--- config.mk ---
export PLATFORM = sky130hd
export DESIGN_NAME = alu_bist
export DESIGN_NICKNAME = d
export VERILOG_FILES = /design/src/rtl/alu_bist.sv
export SDC_FILE = /design/constraint.sdc
export NUM_CORES = 1
export LEC_CHECK = 0
export ABC_AREA = 1
export BUFFER_PORTS_ARGS = -buffer_cell sky130_fd_sc_hd__buf_2
export CORE_MARGIN = 10
export CORE_UTILIZATION = 55
export CTS_CLUSTER_SIZE = 20
export DETAILED_ROUTE_END_ITERATION = 8
export PLACE_DENSITY = 0.8
export SKIP_LAST_GASP = 1
export SLEW_MARGIN = 20
export SYNTH_ARGS = -nofsm -noshare
export SYNTH_HDL_FRONTEND = slang
export SYNTH_SLANG_ARGS = --single-unit
--- constraint.sdc ---
create_clock -name clk -period 2.2 [get_ports clk]
set_input_delay 0.22 -clock clk [delete_from_list [all_inputs] [get_ports clk]]
set_output_delay 0.22 -clock clk [all_outputs]
set_load 0.05 [all_outputs]
--- src/rtl/alu_bist.sv ---
// alu_bist: self-test sequencer that sweeps an N-bit ALU through ten opcodes with LFSR operands
// and compresses the results into a 16-bit MISR. Define ALU_BIST_FLAGS_EN to also compress the flags.
module alu_bist #(
    parameter int          N        = 4,
    parameter int          PATTERNS = 16,
    parameter logic [15:0] SEED     = 16'hACE1
) (
    input  logic         clk,
    input  logic         rst,
    input  logic         start,
    input  logic [15:0]  golden,
    input  logic [N-1:0] alu_out,
    input  logic         alu_fn,
    input  logic         alu_fz,
    input  logic         alu_fo,
    input  logic         alu_fc,
    output logic [N-1:0] alu_a,
    output logic [N-1:0] alu_b,
    output logic [3:0]   alu_s,
    output logic         busy,
    output logic         done,
    output logic [15:0]  signature,
    output logic         pass
);

    localparam logic [15:0] MASK    = 16'hB400;
    localparam logic [3:0]  LAST_OP = 4'd9;
    localparam int          PAT_W   = 9;

    if (N < 1 || N > 8) begin : g_bad_n
        $error("alu_bist: N must be in 1..8");
    end
    if (PATTERNS < 1 || PATTERNS > 256) begin : g_bad_patterns
        $error("alu_bist: PATTERNS must be in 1..256");
    end
    if (SEED == 16'h0000) begin : g_bad_seed
        $error("alu_bist: SEED must be nonzero");
    end

    typedef enum logic [1:0] {
        IDLE,
        DRIVE,
        CAPTURE,
        DONE
    } state_t;

    function automatic logic [15:0] galois_shift(input logic [15:0] x);
        return (x >> 1) ^ (x[0] ? MASK : 16'h0000);
    endfunction

    function automatic logic [N-1:0] operand_a(input logic [15:0] x);
        return x[N-1:0];
    endfunction

    function automatic logic [N-1:0] operand_b(input logic [15:0] x);
        return x[2*N-1:N];
    endfunction

    state_t             state;
    logic [15:0]        lfsr;
    logic [15:0]        misr;
    logic [3:0]         op_cnt;
    logic [PAT_W-1:0]   pat_cnt;
    logic [15:0]        lfsr_nxt;
    logic [15:0]        misr_data;
    logic               last_pat;
    logic               last_op;

    assign lfsr_nxt = galois_shift(lfsr);
    assign last_pat = (pat_cnt == PAT_W'(PATTERNS - 1));
    assign last_op  = (op_cnt == LAST_OP);

`ifdef ALU_BIST_FLAGS_EN
    always_comb begin
        misr_data          = 16'h0000;
        misr_data[N-1:0]   = alu_out;
        misr_data[N+3:N]   = {alu_fc, alu_fo, alu_fz, alu_fn};
    end
`else
    // Flags are deliberately left out of the signature in this build.
    logic flags_unused;
    assign flags_unused = ^{alu_fc, alu_fo, alu_fz, alu_fn};

    always_comb begin
        misr_data          = 16'h0000;
        misr_data[N-1:0]   = alu_out;
    end
`endif

    always_ff @(posedge clk or posedge rst) begin
        if (rst) begin
            state   <= IDLE;
            lfsr    <= SEED;
            misr    <= 16'h0000;
            op_cnt  <= 4'd0;
            pat_cnt <= '0;
            alu_a   <= '0;
            alu_b   <= '0;
            alu_s   <= 4'd0;
            busy    <= 1'b0;
            done    <= 1'b0;
        end else begin
            case (state)
                IDLE, DONE: begin
                    // A new run always restarts from SEED so its signature is repeatable.
                    if (start) begin
                        state   <= DRIVE;
                        lfsr    <= SEED;
                        misr    <= 16'h0000;
                        op_cnt  <= 4'd0;
                        pat_cnt <= '0;
                        alu_a   <= operand_a(SEED);
                        alu_b   <= operand_b(SEED);
                        alu_s   <= 4'd0;
                        busy    <= 1'b1;
                        done    <= 1'b0;
                    end
                end
                DRIVE: begin
                    state <= CAPTURE;
                end
                CAPTURE: begin
                    misr <= galois_shift(misr) ^ misr_data;
                    lfsr <= lfsr_nxt;
                    if (last_pat && last_op) begin
                        state <= DONE;
                        busy  <= 1'b0;
                        done  <= 1'b1;
                    end else begin
                        state <= DRIVE;
                        alu_a <= operand_a(lfsr_nxt);
                        alu_b <= operand_b(lfsr_nxt);
                        if (last_pat) begin
                            pat_cnt <= '0;
                            op_cnt  <= op_cnt + 4'd1;
                            alu_s   <= op_cnt + 4'd1;
                        end else begin
                            pat_cnt <= pat_cnt + PAT_W'(1);
                        end
                    end
                end
                default: begin
                    state <= IDLE;
                end
            endcase
        end
    end

    assign signature = misr;
    assign pass      = done && (misr == golden);

endmodule

==> results of run 1 <==
## report_power, final
group	leakage (nW)	internal [mW]	switching [mW]
clock	0.0839	0.401	0.405
combinational	0.921	0.586	1.49
sequential	0.743	1.32	0.188
## cell families (layout without fill, tap and decap cells)
logic type	Yosys count	in the layout	share of synthesized area, %
xor+xnor	17	17	5.000
compound gates	59	59	12.94
fa+ha+maj	6	6	2.521
simple gates	143	143	21.30
buf+inv	67	131	10.00
flops	57	57	48.24
## flip-flops by register name (all words and copies together), names as in the netlist
register / cells
alu_a: 4
alu_b: 4
busy: 1
done: 1
lfsr: 16
op_cnt: 4
pat_cnt: 9
signature: 16
state: 2
## how the worst max path moves through the flow
stage	slack (ps)	from	to	depth (start not counted)
finish	190	state[0]$_DFFE_PP0P_	lfsr[11]$_DFFE_PP1P_	10
global route	6	state[0]$_DFFE_PP0P_	lfsr[11]$_DFFE_PP1P_	10
CTS	190	state[0]$_DFFE_PP0P_	alu_b[1]$_DFFE_PP0P_	9
detailed placement	210	state[0]$_DFFE_PP0P_	alu_b[1]$_DFFE_PP0P_	9
global placement	290	state[0]$_DFFE_PP0P_	alu_b[3]$_DFFE_PP0P_	10
floorplan	170	signature[0]$_DFFE_PP0P_	pass	6
## routing by layer
| layer | wire length (um) | share of wire (%) | global-route usage (%) |
|---|---|---|---|
| met1 | 2919 | 43 | 19.34 |
| met2 | 3359 | 50 | 26.74 |
| met5 | 0 | 0 | 0 |
| met3 | 301 | 4.5 | 4.716 |
| met4 | 136 | 2.0 | 7.342 |
## cell type report
class                      instances  area share [%]
clock buffer                      12           3.903
clock inverter                     4          0.5782
inverter                          54           5.855
multi-input combinational        225           36.18
sequential                        57           41.49
tap                               70           2.530
timing repair buffer              61           9.469
## cells in the final DEF (no fill, tap or decap), types with 2 or more instances in the layout
cell type / instances
sky130_fd_sc_hd__a21oi_1: 2
sky130_fd_sc_hd__nor2_1: 26
sky130_fd_sc_hd__ha_1: 6
sky130_fd_sc_hd__nor2_4: 2
sky130_fd_sc_hd__a22oi_1: 6
sky130_fd_sc_hd__buf_4: 7
sky130_fd_sc_hd__dfstp_2: 8
sky130_fd_sc_hd__clkinv_2: 4
sky130_fd_sc_hd__o22ai_1: 23
sky130_fd_sc_hd__buf_2: 53
sky130_fd_sc_hd__nand3_2: 2
sky130_fd_sc_hd__nand4_1: 6
sky130_fd_sc_hd__clkbuf_8: 9
sky130_fd_sc_hd__nand3_1: 21
sky130_fd_sc_hd__nor2_2: 2
sky130_fd_sc_hd__o21ai_0: 14
sky130_fd_sc_hd__clkbuf_1: 3
sky130_fd_sc_hd__dfrtp_1: 49
sky130_fd_sc_hd__inv_2: 3
sky130_fd_sc_hd__nand2_1: 81
sky130_fd_sc_hd__xnor2_1: 16
sky130_fd_sc_hd__inv_1: 51
sky130_fd_sc_hd__o21ai_2: 12
## per-stage QoR
| step | std cells | util (%) | hold WS (ps) | total power, mW | setup slack [ps] |
|---|---|---|---|---|---|
| 6_report | 483 | 66.93 | 174.0 | 4.389 | 192.0 |
| 5_1_grt | 483 | 66.93 | 196.3 | 4.706 | 5.917 |
| 4_1_cts | 483 | 66.76 | 163.4 | 4.392 | 192.5 |
| 3_5_place_dp | 466 | 63.57 | 334.2 | 3.567 | 211.2 |
| 3_3_place_gp | 466 | 63.57 | 320.8 | 3.517 | 288.2 |
| 2_1_floorplan | 349 | - | 403.9 | 3.220 | 173.2 |
## tightest hold or removal path, cell delays in order
cell                      delay, ps
sky130_fd_sc_hd__buf_2           90
sky130_fd_sc_hd__xnor2_1        100
sky130_fd_sc_hd__o21ai_0         70
## repair_timing
action                                  4_1_cts  5_1_grt
hold buffers                                  1        0
endpoints found under the setup margin        0        1
gates resized for setup                       0        1
hold endpoints to repair                     24        0
==> results.sh, run 1 <==
export IMPL_floorplan_io_pins=58
export IMPL_synth_cell_type_count=28
export IMPL_grt_start_max_net_pins=33
export IMPL_route_detailed_vias_per_inst=5.188
export IMPL_detail_route_iter0_violations=125
export IMPL_synth_common_cells="sky130_fd_sc_hd__nand2_1, sky130_fd_sc_hd__inv_1, sky130_fd_sc_hd__dfrtp_1"
export IMPL_maxSlewHeadroom_pct=59.71
export IMPL_layout_drive_gt1_share_pct=25.42
export IMPL_yosys_register_bits=57
export IMPL_regToRegEndpoint="lfsr[11]$_DFFE_PP1P_"
export IMPL_io_buffers=53
export IMPL_synthesis_area_sq_um=2978
export IMPL_clk_insertion_delay_late_ps=340
export IMPL_yosysWarningCount=0
export IMPL_cts_root_to_sink_buffers=2
export IMPL_synth_ff_type="sky130_fd_sc_hd__dfrtp_1"
export IMPL_route_detailed_wl_per_inst_um=13.91
export IMPL_yosys_cell_count_top_type="sky130_fd_sc_hd__nand2_1"
export IMPL_ir_worst_vdd_mv=0.8894
export IMPL_critical_path_max_stage_delay_ps=400
export IMPL_cts_max_level=3
export IMPL_antenna_found_initial=0
export IMPL_pins_over_their_slew_limit=0
export IMPL_clock_tree_from_tritoncts="built"
export IMPL_grt_pass1_wl_mm=11.53
export IMPL_setup_repair_after_global_routing_missed_its_margin="no"
export IMPL_drt_wl_total_mm=6.717
export IMPL_std_cell_rows=26
export IMPL_timing_critical_path_required_ps=2450
export IMPL_worstRegToRegCells=10
export IMPL_drv_cap=0
export IMPL_layout_area_overhead_vs_synth_pct=16.26
export IMPL_critical_path_buf_inv_count=5
export IMPL_coreArea_sq_um=5172
export IMPL_drt_first_pass_iters=4
export IMPL_finalSetupTns_ps=0
export IMPL_power_per_cell_area_nw_per_um2=1268
export IMPL_place_gp_congestion=0.8363
export IMPL_status="finished, final reports clean"
export IMPL_initial_utilization_pct=57.57
export IMPL_globalRouteOverflowTotal=0
export IMPL_die_h_um=93.58
export IMPL_yosysSeqAreaShare_pct=48.24
export IMPL_worst_hold_path_startpoint="alu_out[2]"
export IMPL_synth_largest_area_cell="sky130_fd_sc_hd__dfrtp_1"
export IMPL_cp_max_fo=19
export IMPL_regToRegSetupSlack_ps=190
export IMPL_route_vias_total=2506
export IMPL_worst_setup_hold_path_clk_slew_ps=70
export IMPL_layout_cell_area_non_filler_sq_um=3462
export IMPL_die_area_sq_um=8757
export IMPL_post_route_min_period_ps=2008
export IMPL_tritoncts_num_buffers=9
export IMPL_hold_path_depth=3
export IMPL_groute_usage_overall_pct=16.29
export IMPL_worst_slew_pin_transition_ps=603.5
export IMPL_holdPathEnd="signature[2]$_DFFE_PP0P_"
export IMPL_worst_path_dominant_cell_family="buffers and inverters"
export IMPL_post_synth_main_area_contributors="sky130_fd_sc_hd__dfrtp_1, sky130_fd_sc_hd__nand2_1, sky130_fd_sc_hd__dfstp_2"
export IMPL_worst_r2r_startpoint="state[0]$_DFFE_PP0P_"
export IMPL_n_antenna_cell=0
export IMPL_finalSetupViolCount=0
export IMPL_p_leak_nw=1.749
export IMPL_crit_path_top_delay_cell="sky130_fd_sc_hd__dfrtp_1"
export IMPL_yosys_area_top_type_share_pct=41.18
export IMPL_mapped_nets=382
export IMPL_final_antenna_violating_net_count=0
export IMPL_cp_data_arrival_time_ps=2260
export IMPL_post_dp_cell_area_sq_um=3288
export IMPL_dp_hpwl_mm=4.894
export IMPL_route_detailed_drc=0
export IMPL_kind_of_end_point_of_the_critical_path="flip-flop"
export IMPL_finalHoldViolCount=0
export IMPL_max_clock_freq_mhz=498.0
export IMPL_number_of_global_route_vias_before_repair=2542
export IMPL_multiInputGateArea_sq_um=1252
export IMPL_final_seq_area_sq_um=1436
export IMPL_synthCells=349
export IMPL_die_w_um=93.58
export IMPL_timing_critical_path_cells="inv_1 -> ha_1 -> inv_1 -> nor2_4 -> inv_2 -> o21ai_2 -> inv_2 -> buf_4 -> nor2_1 -> a21oi_1"
export IMPL_cts_post_setup_buffers_inserted=0
export IMPL_synth_edff_count=0
export IMPL_cts_root_buffer="sky130_fd_sc_hd__clkbuf_8"
export IMPL_layout_filler_cells=424
export IMPL_worstHoldPathType="in -> reg"
export IMPL_layout_nets=441
export IMPL_cts_num_sinks=57
export IMPL_critPathKind="reg -> reg"
export IMPL_async_reset_ff_share_pct=100.0
export IMPL_syn_mean_instance_area_sq_um=8.533
export IMPL_setup_crit_start_kind="flip-flop"
export IMPL_worst_clock_skew_ps=8.895
export IMPL_layout_worst_path_cycle_share_pct=91.27
No activity file was read; power rests on OpenSTA's default activity.
==> run 2, diff against run 1 <==
Settings changed: CORE_UTILIZATION 55 to 50, PLACE_DENSITY 0.8 to 0.76.
Clock period 2.2 ns to 1.6 ns, I/O delays scaled along.
==> run 2 against run 1 <==
  * The run now ends with negative setup slack left
  * Worst setup slack got worse by 260 ps
  * Largest power group unchanged
  * Count of clock-buffer cells in the layout decreased by 2
  * Via count increased by 4.3%
==> results.sh, run 2 (synthesis results as in run 1) <==
export IMPL_pins_over_their_slew_limit=0
export IMPL_worst_slew_pin_transition_ps=373.7
export IMPL_layout_worst_path_cycle_share_pct=104.4
export IMPL_post_route_min_period_ps=1670
export IMPL_final_antenna_violating_net_count=0
export IMPL_route_detailed_wl_per_inst_um=14.00
export IMPL_dpl_worst_slack_ps=-17.91
export IMPL_number_of_global_route_vias_before_repair=2737
export IMPL_drv_cap=0
export IMPL_cp_data_arrival_time_ps=1510
export IMPL_maxSlewHeadroom_pct=75.05
export IMPL_n_antenna_cell=0
export IMPL_die_h_um=97.18
export IMPL_cts_root_buffer="sky130_fd_sc_hd__clkbuf_8"
export IMPL_status="complete, but fails checks"
export IMPL_cp_max_fo=4
export IMPL_die_area_sq_um=9443
export IMPL_coreArea_sq_um=5851
export IMPL_worst_hold_path_startpoint="alu_out[3]"
export IMPL_initial_utilization_pct=50.90
export IMPL_route_detailed_drc=0
export IMPL_setup_repair_after_global_routing_missed_its_margin="yes"
export IMPL_regToRegEndpoint="pat_cnt[8]$_DFFE_PP0P_"
export IMPL_timing_critical_path_required_ps=1440
export IMPL_holdPathEnd="signature[3]$_DFFE_PP0P_"
export IMPL_whs_ps=111.9
export IMPL_clock_tree_from_tritoncts="built"
export IMPL_antenna_found_initial=0
export IMPL_layout_cell_area_non_filler_sq_um=3802
export IMPL_setup_crit_start_kind="flip-flop"
export IMPL_worst_setup_hold_path_clk_slew_ps=60
export IMPL_hold_path_depth=3
export IMPL_layout_cells_most_common="sky130_fd_sc_hd__nand2_1"
export IMPL_violations="negative setup slack"
export IMPL_tritoncts_num_buffers=9
export IMPL_dp_hpwl_mm=5.083
export IMPL_regToRegSetupSlack_ps=100
export IMPL_layout_filler_cells=470
export IMPL_route_detailed_vias_per_inst=5.158
export IMPL_max_clock_freq_mhz=598.7
export IMPL_floorplan_io_pins=58
export IMPL_ir_worst_vdd_mv=0.8953
export IMPL_grt_pass1_wl_mm=12.05
export IMPL_worstRegToRegCells=9
export IMPL_layout_drive_gt1_share_pct=32.64
export IMPL_cts_max_level=3
export IMPL_layout_nets=460
export IMPL_drt_wl_total_mm=7.096
export IMPL_clk_insertion_delay_late_ps=330
export IMPL_multiInputGateArea_sq_um=1286
export IMPL_power_per_cell_area_nw_per_um2=1898
export IMPL_drt_first_pass_iters=6
export IMPL_detail_route_iter0_violations=108
export IMPL_worst_clock_skew_ps=5.445
export IMPL_cts_num_sinks=57
export IMPL_std_cell_rows=28
export IMPL_p_leak_nw=1.897
export IMPL_groute_usage_overall_pct=15.03
export IMPL_layout_common_cells="sky130_fd_sc_hd__nand2_1, sky130_fd_sc_hd__buf_2, sky130_fd_sc_hd__inv_1"
export IMPL_layout_area_overhead_vs_synth_pct=27.69
export IMPL_kind_of_end_point_of_the_critical_path="output port"
export IMPL_worst_r2r_startpoint="state[0]$_DFFE_PP0P_"
export IMPL_grt_start_max_net_pins=24
export IMPL_post_dp_cell_area_sq_um=3461
export IMPL_globalRouteOverflowTotal=0
export IMPL_finalHoldViolCount=0
export IMPL_worstHoldPathType="in -> reg"
export IMPL_route_vias_total=2615
export IMPL_minimum_setup_slack_in_the_final_design_ps=-70.42
export IMPL_cts_root_to_sink_buffers=2
export IMPL_die_w_um=97.18
export IMPL_io_buffers=53
export IMPL_finalSetupViolCount=1
export IMPL_place_gp_congestion=0.8592
export IMPL_final_seq_area_sq_um=1440
export IMPL_critPathKind="reg -> out"
[run 2: worst max-delay path, cell delays in order (launching register included)]
cell	delay [ps]
sky130_fd_sc_hd__dfrtp_1	360
sky130_fd_sc_hd__inv_2	60
sky130_fd_sc_hd__nand2_1	60
sky130_fd_sc_hd__o21ai_0	100
sky130_fd_sc_hd__inv_1	70
sky130_fd_sc_hd__nand2_1	50
sky130_fd_sc_hd__nor2_2	110
sky130_fd_sc_hd__nand3_2	100
sky130_fd_sc_hd__nor2_4	110
sky130_fd_sc_hd__buf_8	150
[run 2: area by class of cell]
type                            count  area share (%)
Timing Repair Buffer               80           14.05
Clock buffer                       10           3.620
Sequential cell                    57           37.87
Multi-Input combinational cell    225           33.83
Inverter                           54           5.397
Clock inverter                      6           2.764
Tap cell                           75           2.468
[run 2: how the worst max path moves through the flow]
stage / slack, ps / startpoint / endpoint / depth (start not counted)
2_1_floorplan: -70 / rst / op_cnt[0]$_DFFE_PP0P_ / 1
3_3_place_gp: 20 / state[0]$_DFFE_PP0P_ / alu_b[2]$_DFFE_PP0P_ / 11
3_5_place_dp: -20 / state[0]$_DFFE_PP0P_ / alu_b[2]$_DFFE_PP0P_ / 11
4_1_cts: -50 / signature[12]$_DFFE_PP0P_ / pass / 6
5_1_grt: -180 / signature[6]$_DFFE_PP0P_ / pass / 9
6_report: -70 / signature[6]$_DFFE_PP0P_ / pass / 9
[run 2: timing repair]
| action | 4_1_cts | 5_1_grt |
|---|---|---|
| endpoints found under the hold margin | 14 | 0 |
| resized for setup | 6 | 14 |
| pin swaps | 2 | 3 |
| buffers inserted | 4 | 1 |
| setup endpoints to repair | 17 | 48 |
| hold buffers | 1 | 0 |
[run 2: power breakdown]
| group | total, mW | internal (mW) | switching [mW] |
|---|---|---|---|
| Sequential | 2.05 | 1.82 | 0.228 |
| Clock | 1.65 | 1.07 | 0.578 |
| Combinational | 3.52 | 1.29 | 2.24 |
| Total | 7.22 | 4.18 | 3.04 |
[run 2: per-layer routing]
| layer | vias to the layer above | global-route usage, % | part of all wire [%] | routed length, um |
|---|---|---|---|---|
| met5 | - | 0 | 0 | 0 |
| met4 | 0 | 5.789 | 1.8 | 127 |
| met3 | 13 | 3.698 | 4.8 | 343 |
| met2 | 77 | 26.75 | 51 | 3637 |
| met1 | 1247 | 16.74 | 42 | 2989 |
| li1 | 1278 | - | - | - |
[run 2: stage by stage]
step                      cells  util (%)  TNS [ps]  power (mW)
after floorplan             349         -    -210.4       4.438
after global placement      485     59.15         0       5.292
after detailed placement    485     59.15    -21.34       5.363
after CTS                   506     64.26    -49.91       7.095
after global routing        507     64.99    -176.3       7.654
final                       507     64.99    -70.42       7.217
==> run 3, diff against run 2 <==
Settings changed: ABC_AREA 1 to unset, CORE_ASPECT_RATIO set to 0.9, CORE_UTILIZATION 50 to 49, PLACE_DENSITY 0.76 to 0.75.
==> run 3 against run 2 <==
  * The flow still finishes with violations (negative setup slack)
  * First-iteration DRC count is 42% higher
  * Critical path depth is 4 lower
  * Cell area is 25% higher
  * Register-to-register slack worse by 390 ps
  * Global-route usage is 2.8 points higher
  * Worst hold slack better by 22 ps
  * Largest cell class is now multi-input gates
==> results.sh, run 3 <==
export IMPL_whs_ps=134.0
export IMPL_io_buffers=53
export IMPL_place_gp_congestion=0.7692
export IMPL_syn_mean_instance_area_sq_um=9.594
export IMPL_yosys_cell_count_top_type="sky130_fd_sc_hd__nand2_1"
export IMPL_violations="negative setup slack"
export IMPL_route_vias_total=2803
export IMPL_post_synth_main_area_contributors="sky130_fd_sc_hd__dfrtp_1, sky130_fd_sc_hd__nand2_1, sky130_fd_sc_hd__xnor2_1"
export IMPL_grt_pass1_wl_mm=13.43
export IMPL_async_reset_ff_share_pct=100.0
export IMPL_synthesis_area_sq_um=2859
export IMPL_layout_nets=437
export IMPL_cp_max_fo=2
export IMPL_worst_setup_hold_path_clk_slew_ps=70
export IMPL_p_leak_nw=2.205
export IMPL_detail_route_iter0_violations=153
export IMPL_cts_max_level=3
export IMPL_layout_common_cells="sky130_fd_sc_hd__buf_2, sky130_fd_sc_hd__dfrtp_1, sky130_fd_sc_hd__nand2_1"
export IMPL_layout_area_overhead_vs_synth_pct=66.78
export IMPL_status="complete, but fails checks"
export IMPL_route_detailed_vias_per_inst=5.852
export IMPL_route_detailed_wl_per_inst_um=20.73
export IMPL_post_route_util_pct=84.24
export IMPL_drt_wl_total_mm=9.930
export IMPL_synth_ff_type="sky130_fd_sc_hd__dfrtp_1"
export IMPL_yosysWarningCount=0
export IMPL_finalHoldViolCount=0
export IMPL_finalSetupTns_ps=-5593
export IMPL_tritoncts_num_buffers=9
export IMPL_final_antenna_violating_net_count=0
export IMPL_synthCells=298
export IMPL_groute_usage_overall_pct=17.86
export IMPL_met3WireLength_um=820
export IMPL_multiInputGateArea_sq_um=1874
export IMPL_setup_repair_after_global_routing_missed_its_margin="yes"
export IMPL_power_per_cell_area_nw_per_um2=1237
export IMPL_highest_signal_layer="met4"
export IMPL_cts_root_buffer="sky130_fd_sc_hd__clkbuf_8"
export IMPL_globalRouteOverflowTotal=0
export IMPL_final_seq_area_sq_um=1449
export IMPL_die_area_sq_um=9294
export IMPL_drv_cap=0
export IMPL_synth_cell_type_count=47
export IMPL_die_w_um=100.5
export IMPL_max_clock_freq_mhz=523.9
export IMPL_clock_tree_from_tritoncts="built"
export IMPL_synth_largest_area_cell="sky130_fd_sc_hd__dfrtp_1"
export IMPL_ir_worst_vdd_mv=1.446
export IMPL_drt_first_pass_iters=4
export IMPL_yosys_area_top_type_share_pct=42.89
export IMPL_timing_critical_path_required_ps=1440
export IMPL_synth_edff_count=0
export IMPL_post_dp_cell_area_sq_um=3533
export IMPL_critPathKind="reg -> out"
export IMPL_worst_clock_skew_ps=11.08
export IMPL_layout_cells_most_common="sky130_fd_sc_hd__buf_2"
export IMPL_minimum_setup_slack_in_the_final_design_ps=-308.8
export IMPL_dr_wl_met2_mm=4.861
export IMPL_layout_worst_path_cycle_share_pct=119.3
export IMPL_grt_start_max_net_pins=58
export IMPL_yosysSeqAreaShare_pct=50.24
export IMPL_clk_insertion_delay_late_ps=350
export IMPL_cts_root_to_sink_buffers=2
export IMPL_worstHoldPathType="in -> reg"
export IMPL_mapped_nets=331
export IMPL_drt_met1_wl_mm=3.871
export IMPL_cp_data_arrival_time_ps=1750
export IMPL_std_cell_rows=26
export IMPL_route_detailed_drc=0
export IMPL_layout_drive_gt1_share_pct=61.12
export IMPL_n_antenna_cell=0
export IMPL_finalSetupViolCount=54
export IMPL_die_h_um=92.47
export IMPL_layout_filler_cells=259
export IMPL_dp_hpwl_mm=4.981
export IMPL_floorplan_io_pins=58
export IMPL_post_route_min_period_ps=1909
export IMPL_kind_of_end_point_of_the_critical_path="output port"
export IMPL_maxSlewHeadroom_pct=76.86
export IMPL_layout_cell_area_non_filler_sq_um=4768
export IMPL_antenna_found_initial=0
export IMPL_pins_over_their_slew_limit=0
export IMPL_cts_num_sinks=57
export IMPL_worst_slew_pin_transition_ps=346.2
export IMPL_yosys_register_bits=57
export IMPL_number_of_global_route_vias_before_repair=2675
export IMPL_coreArea_sq_um=5660
export IMPL_initial_utilization_pct=50.51
export IMPL_setup_crit_start_kind="flip-flop"
export IMPL_synth_common_cells="sky130_fd_sc_hd__nand2_1, sky130_fd_sc_hd__dfrtp_1, sky130_fd_sc_hd__xnor2_1"
export IMPL_regToRegSetupSlack_ps=-290
[run 3: timing repair]
item	in CTS	in global routing
pin swaps	17	46
endpoints found under the setup margin	48	57
gates cloned	7	4
gates resized for setup	54	95
setup buffers	4	9
endpoints found under the hold margin	49	0
hold buffers	1	0
[run 3: path summary, 6_finish.rpt]
path                                       endpoint  cells after the start                      from
hold / removal             signature[3]$_DFFE_PP0P_                      3                alu_out[3]
min in group asynchronous    pat_cnt[0]$_DFFE_PP0P_                      4                       rst
setup reg to reg             pat_cnt[6]$_DFFE_PP0P_                      8      state[1]$_DFFE_PP0P_
hold reg to reg                 lfsr[3]$_DFFE_PP0P_                      2       lfsr[3]$_DFFE_PP0P_
max in group asynchronous      lfsr[10]$_DFFE_PP1P_                      4                       rst
setup / recovery                               pass                      5  signature[5]$_DFFE_PP0P_
[run 3: final cells by class]
class | instances | area share, %
clock inverters | 5 | 2.624
repair buffers | 114 | 21.88
clock buffers | 11 | 3.175
multi-input cells | 212 | 39.31
flip-flops and latches | 57 | 30.39
inverters | 10 | 0.7872
well taps | 70 | 1.837
[run 3: per-layer routing]
| metal | vias to the layer above | global-route usage, % |
|---|---|---|
| met2 | 142 | 28.80 |
| met1 | 1382 | 21.22 |
| met3 | 32 | 7.429 |
| li1 | 1247 | - |
| met4 | 0 | 5.412 |
| met5 | - | 0 |
[run 3: where the power goes]
part	internal, mW	switching, mW
combinational	0.704	1.35
clock	1.27	0.607
sequential	1.67	0.287
[run 3: through the flow]
step | setup WS (ps) | instances | power (mW)
global route | -389.4 | 479 | 6.099
global placement | -92.06 | 442 | 3.691
finish | -308.8 | 479 | 5.896
CTS | -370.5 | 470 | 5.599
floorplan | -223.0 | 298 | 3.174
detailed placement | -136.5 | 442 | 3.735
[run 3: cells by family (layout without fill, tap and decap cells)]
logic type | count (synthesis) | count (layout) | synth area share (%)
XOR/XNOR | 30 | 30 | 9.190
AO/OA/AOI/OAI | 54 | 54 | 11.90
adder cells (fa/ha/maj) | 6 | 6 | 2.626
AND/OR/NAND/NOR | 120 | 120 | 19.91
multiplexers | 2 | 2 | 0.8751
buffers and inverters | 29 | 140 | 5.252
flip-flops | 57 | 57 | 50.24
[run 3: critical path, cell delays in order (launching register included)]
cell,delay [ps]
sky130_fd_sc_hd__dfrtp_2,420
sky130_fd_sc_hd__xor2_1,150
sky130_fd_sc_hd__nor4_2,290
sky130_fd_sc_hd__nand4_1,170
sky130_fd_sc_hd__nor4_4,170
sky130_fd_sc_hd__buf_6,190
